[src/rtl/mem_arbiter.sv]
// mem_arbiter: serialises icache/dcache line fills and dcache write-throughs onto one memory port.
// Define MEM_ARB_RR_EN for round-robin arbitration; otherwise the dcache has fixed priority.
module mem_arbiter #(
    parameter int WORDS_PER_LINE = 8,
    parameter int MEM_LATENCY    = 4
) (
    input  logic                              clk,
    input  logic                              rst,
    input  logic                              i_req,
    input  logic [15:0]                       i_addr,
    output logic                              i_fill_valid,
    output logic                              i_done,
    input  logic                              d_req,
    input  logic                              d_wr,
    input  logic [15:0]                       d_addr,
    input  logic [15:0]                       d_wdata,
    output logic                              d_fill_valid,
    output logic                              d_done,
    output logic [15:0]                       fill_data,
    output logic [$clog2(WORDS_PER_LINE)-1:0] fill_word,
    output logic                              mem_enable,
    output logic                              mem_wr,
    output logic [15:0]                       mem_addr,
    output logic [15:0]                       mem_data_in,
    input  logic [15:0]                       mem_data_out,
    input  logic                              mem_data_valid
);

    localparam int              WW        = $clog2(WORDS_PER_LINE);
    localparam logic [WW-1:0]   LAST_WORD = WW'(WORDS_PER_LINE - 1);
    localparam logic [15:0]     LINE_MASK = 16'(2 * WORDS_PER_LINE - 1);

    if (MEM_LATENCY < 1 || WORDS_PER_LINE < 2 || WORDS_PER_LINE > 16) begin : g_param_check
        $error("mem_arbiter: unsupported WORDS_PER_LINE/MEM_LATENCY");
    end

    typedef enum logic [1:0] {IDLE, FILL, DRAIN, WRITE} state_e;

    state_e          state_q, state_d;
    logic            owner_q, owner_d;     // 1 = dcache owns the transaction
    logic [15:0]     addr_q, addr_d;
    logic [15:0]     wdata_q, wdata_d;
    logic [WW-1:0]   issue_q, issue_d;
    logic [WW-1:0]   ret_q, ret_d;
    logic            grant_dcache;
    logic            ret_fire;
    logic            last_ret;
    logic [15:0]     line_base;
`ifdef MEM_ARB_RR_EN
    logic            last_q, last_d;       // 1 = dcache was granted last
`endif

    assign line_base = addr_q & ~LINE_MASK;

    // NOTE: every signal written here gets a default first so no path leaves it unassigned (no latches).
    always_comb begin
        state_d      = state_q;
        owner_d      = owner_q;
        addr_d       = addr_q;
        wdata_d      = wdata_q;
        issue_d      = issue_q;
        ret_d        = ret_q;
        i_fill_valid = 1'b0;
        i_done       = 1'b0;
        d_fill_valid = 1'b0;
        d_done       = 1'b0;
        fill_data    = 16'h0000;
        fill_word    = '0;
        mem_enable   = 1'b0;
        mem_wr       = 1'b0;
        mem_addr     = 16'h0000;
        mem_data_in  = 16'h0000;
`ifdef MEM_ARB_RR_EN
        last_d       = last_q;
        grant_dcache = d_req && !(i_req && last_q);
`else
        grant_dcache = d_req;
`endif
        ret_fire = mem_data_valid && (state_q == FILL || state_q == DRAIN);
        last_ret = ret_fire && (state_q == DRAIN) && (ret_q == LAST_WORD);

        case (state_q)
            IDLE: begin
                if (i_req || d_req) begin
                    owner_d = grant_dcache;
                    addr_d  = grant_dcache ? d_addr : i_addr;
                    wdata_d = grant_dcache ? d_wdata : wdata_q;
                    issue_d = '0;
                    ret_d   = '0;
                    state_d = (grant_dcache && d_wr) ? WRITE : FILL;
`ifdef MEM_ARB_RR_EN
                    last_d  = grant_dcache;
`endif
                end
            end
            FILL: begin
                mem_enable = 1'b1;
                mem_addr   = line_base + 16'({issue_q, 1'b0});
                issue_d    = issue_q + 1'b1;
                if (issue_q == LAST_WORD) begin
                    state_d = DRAIN;
                end
            end
            DRAIN: begin
                if (last_ret) begin
                    state_d = IDLE;
                end
            end
            WRITE: begin
                mem_enable  = 1'b1;
                mem_wr      = 1'b1;
                mem_addr    = addr_q & 16'hFFFE;
                mem_data_in = wdata_q;
                d_done      = 1'b1;
                state_d     = IDLE;
            end
            default: state_d = IDLE;
        endcase

        // Returns arrive strictly in issue order, so a running count is the word index.
        if (ret_fire) begin
            ret_d        = ret_q + 1'b1;
            fill_data    = mem_data_out;
            fill_word    = ret_q;
            i_fill_valid = !owner_q;
            d_fill_valid = owner_q;
        end
        if (last_ret) begin
            i_done = !owner_q;
            d_done = owner_q;
        end
    end

    // NOTE: sequential state uses non-blocking assignments so all registers update together at the edge.
    always_ff @(posedge clk or posedge rst) begin
        if (rst) begin
            state_q <= IDLE;
            owner_q <= 1'b0;
            addr_q  <= 16'h0000;
            wdata_q <= 16'h0000;
            issue_q <= '0;
            ret_q   <= '0;
        end else begin
            state_q <= state_d;
            owner_q <= owner_d;
            addr_q  <= addr_d;
            wdata_q <= wdata_d;
            issue_q <= issue_d;
            ret_q   <= ret_d;
        end
    end

`ifdef MEM_ARB_RR_EN
    always_ff @(posedge clk or posedge rst) begin
        if (rst) begin
            last_q <= 1'b0;
        end else begin
            last_q <= last_d;
        end
    end
`endif

endmodule

[config.mk]
export PLATFORM = sky130hd
export DESIGN_NAME = mem_arbiter
export DESIGN_NICKNAME = d
export VERILOG_FILES = /design/src/rtl/mem_arbiter.sv
export SDC_FILE = /design/constraint.sdc
export NUM_CORES = 1
export LEC_CHECK = 0
export CAP_MARGIN = 25
export CORE_MARGIN = 4
export CORE_UTILIZATION = 38
export CTS_BUF_LIST = sky130_fd_sc_hd__clkbuf_4 sky130_fd_sc_hd__clkbuf_8 sky130_fd_sc_hd__clkbuf_16
export CTS_CLUSTER_SIZE = 8
export DETAILED_ROUTE_END_ITERATION = 7
export GPL_ROUTABILITY_DRIVEN = 0
export GPL_TIMING_DRIVEN = 1
export PLACE_DENSITY = 0.91
export SLEW_MARGIN = 15
export SYNTH_ARGS = -nofsm -noshare
export SYNTH_HDL_FRONTEND = slang
export SYNTH_SLANG_ARGS = --single-unit
[constraint.sdc]
create_clock -name clk -period 2.3 [get_ports clk]
set_clock_uncertainty 0.1 [all_clocks]
set_input_delay 0.23 -clock clk [delete_from_list [all_inputs] [get_ports clk]]
set_output_delay 0.23 -clock clk [all_outputs]
set_load 0.01 [all_outputs]
# Word-level counts from Yosys, hierarchy flattened
# Index checks and enable logic that the tools add are counted.
# op_classes
n_addsub,3
eq_ne,8
mux,20
reduce_logical,17
# ops
cell,n
16-bit two-way mux,3
16-bit case mux with 2 select lines,1
16-bit by 4-bit adder with 16-bit output,1
3-bit two-way mux,4
2-bit two-way mux,4
2-bit case mux with 4 select lines,1
"3-bit by 1-bit adder with 3-bit output, second input constant",2
"3-bit == test, second input constant",2
1-bit two-way mux,6
3-bit case mux with 2 select lines,1
2-bit AND reduction,3
3-bit AND reduction,2
2-bit nonzero test,3
"2-bit == test, second input constant",2
1-bit logical AND,4
"2-bit inequality test, second input constant",2
"2-bit by 1-bit == test with 1-bit output, second input constant",1
2-bit logical NOT,1
1-bit logical OR,2
"2-bit by 1-bit inequality test with 1-bit output, second input constant",1
2-bit OR reduction,1
1-bit logical NOT,1
# word_totals
ff_bits,41

# Longest topological paths before layout
# logic_depth
depth_word,7
ltp_mapped,6
depth_no_buf,5

# Worst setup path after synthesis
# No wires, ideal clock.
# synth_path
kind,register to output
start,register state_q[0]
end,output d_done
arrival_ns,1.500
slack_ns,0.470
stages_incl_launch_ff,6
n_path_buf,0
path_cell_list,dfrtp_1 -> inv_1 -> ha_1 -> and3_1 -> nand2_1 -> mux2_2
# synth_via
elab_chain_len,6
word_cells_on_any_way,9
# synth_rtl
element,line_no,source
start: declaration,39,"state_e state_q, state_d;"
start signal: assignment,144,state_q <= state_d;
2-bit by 1-bit == test with 1-bit output or 2-bit == test (tied branches),"79, 80",
1-bit logical OR,79,ret_fire = mem_data_valid && (state_q == FILL || state_q == DRAIN);
1-bit logical AND,79,
1-bit logical AND (2 in a row),80,last_ret = ret_fire && (state_q == DRAIN) && (ret_q == LAST_WORD);
1-bit two-way mux (*),128,if (last_ret) begin
end: declaration,18,"output logic d_done,"
# Every way passes the cells marked *; elsewhere a longest branch is shown, timed or not.

# Worst setup path after layout
# layout_path
start,register state_q[1]
end,output d_done
# Same word-level chain as after synthesis.

==> run metrics <==
outcome=completed; top cells by count, synth=dfrtp_1 (40), and2_1 (23), nand2_1 (22), and3_1 (21); Max-Cap Viols=0; clk buf depth=2; cell internal pwr=2.65 mW; Skew-Pair Late Insertion Delay=0.29 ns; Setup crit end kind=output port; CP required=1.97 ns; Mean Syn Cell Area=10.4 µm²; antenna cells=0; power per cell area=1060 nW/µm²; first-pass GRT wire length=9710 µm; Finished Layout Cells=413; vias in the first global route=2,052; Slew Viols, Final=0; Unique masters post-synth=23; CP arrival=1.88 ns; hpwl dp=4580 µm; TritonRoute pass-1 iters=4; final worst slack=0.0931 ns; placed cell areas=3540 µm²; Primary FF master, synth=dfrtp_1; Yosys warning count=0; Clock Sink Count=40; Logic pwr share=54.3%; vias per cell=4.83; WL per Instance=14.6 µm; Peak Freq=453 MHz; share of the synthesized area in the top cell type=45.6%; IO Port Bufs=123; LEAKAGE=2.03 nW; total negative slack=0 ns; cell area after synthesis=2200 µm²; Total Die Area=7060 µm²; cell total after placement=403; Core Region=5570 µm²; largest net degree at the start of global routing=41; Design Area, Final=3770 µm²; num rows=27; clk root buf=clkbuf_8; Reg clk slew, reported paths=0.08 ns; Nets=419; cts hold-fix bufs=0; switching share of total power=34.0%; total grt overflow=0; TritonCTS clock tree=done; asr flop ratio synth=100%; cell accounting for the most synthesized area=dfrtp_1; Final min period=2.21 ns; top-count cell post-synth=dfrtp_1; io pins=127; Die Ht=84.0 µm; Worst Path Max Fanout=3; P&R area growth vs syn=71.5%; # H-tree levels=2; Max VDD drop=0.000564 V; antenna violations before repair=0; synth top area cells=dfrtp_1 (46%), mux2_2 (9.2%), mux2i_1 (6.8%), and2_1 (6.5%), and3_1 (6.0%); Switch Pwr=1.36 mW; Tot GR Track Use=16.9%; Hold WC Path Type=input pin to async pin; number of antenna-violating nets in the routed design=0; detailed-route via count=1,995; dpl ws=0.0925 ns; layout cells sized above 1=14.1%; Flop pwr share=30.4%; Finished Core Util=67.6%; critical path class=flop to output port; Synthesized Nets=290; Synth Register Bits=40; Initial Util=39.4%; Design Power=4.01 mW; CP Launch Type=flop; final routed DRC violation total=0; Horiz. Die Dim=84.0 µm; Clock power frac=15.3%; final setup vio count=0; DR iter-0 viols=41; total CTS buffers=5; final WL=6020 µm; EDFF count, synth=0; register area share after synthesis=45.6%; Tcrit/Tclk final=96.0%; Synth Instances=211; Hold WS=0.250 ns; Final Hold Fails=0
final timing paths:
path / from / end / slack, ns / cells after the start
max: state_q[1] / d_done / 0.09 / 6
min: rst / wdata_q[13] / 0.25 / 3
max reg2reg: state_q[1] / state_q[0] / 0.45 / 5
min reg2reg: addr_q[7] / addr_q[7] / 0.37 / 2
max in group asynchronous: rst / addr_q[3] / 1.50 / 3
min in group clk: addr_q[7] / addr_q[7] / 0.37 / 2
power by group through the flow:
stage	logic (mW)	clock network [mW]	registers [mW]
after floorplan	1.17	0	1.19
after global placement	2.06	0	1.21
after detailed placement	2.12	0	1.24
after CTS	2.16	0.635	1.22
after global routing	2.38	0.674	1.26
final	2.18	0.614	1.22
state kept, by name (all words and copies together), names as in the netlist:
name / cells
addr_q: 15
ret_q: 3
issue_q: 3
state_q: 2
owner_q: 1
wdata_q: 16
cell families after synthesis:
family | count (synthesis) | synth area share (%)
AO/OA/AOI/OAI | 25 | 7.23
adder cells (fa/ha/maj) | 9 | 5.13
other | 1 | 0.171
buffers and inverters | 19 | 3.99
flip-flops | 40 | 45.6
AND/OR/NAND/NOR | 82 | 20.5
multiplexers | 35 | 17.4
critical path, stage by stage (launching register included):
cell,delay (ns)
dfrtp_1,0.40
inv_1,0.15
ha_1,0.28
and3_1,0.20
nand2_1,0.10
mux2_2,0.33
clkbuf_2,0.13
per-layer routing:
| layer | GRT usage [%] | up-vias | share of wire, % |
|---|---|---|---|
| met1 | 19.5 | 931 | 40 |
| met5 | 0 | - | 0 |
| met2 | 30.4 | 70 | 52 |
| li1 | - | 978 | - |
| met3 | 4.05 | 16 | 5.2 |
| met4 | 5.26 | 0 | 2.6 |
final cells by class:
cell class | count | area [µm²]
multi-input combinational | 152 | 1140
tap | 72 | 90.1
inverter | 6 | 22.5
clock buffer | 7 | 96.3
timing repair buffer | 135 | 1380
sequential | 40 | 1000
fill | 430 | 1810
clock inverter | 1 | 30.0
layout by cell type (no fill, tap or decap), drive strengths merged, types with 6 or more instances in the layout:
cell | netlist | final
clkdlybuf4s50 | 0 | 100
nand2 | 22 | 22
clkbuf | 7 | 8
ha | 9 | 9
dfrtp | 40 | 40
mux2 | 20 | 20
buf | 6 | 12
o21ai | 19 | 19
mux2i | 15 | 15
and3 | 21 | 21
nand3 | 6 | 6
dlymetal6s2s | 0 | 20
and2 | 24 | 24
timing repair:
item	CTS	global route
setup buffers	1	1
gates cloned	0	0
pin swaps	1	0
gates resized for setup	6	27
setup endpoints to repair	44	45
(Power assumes the default switching activity.)
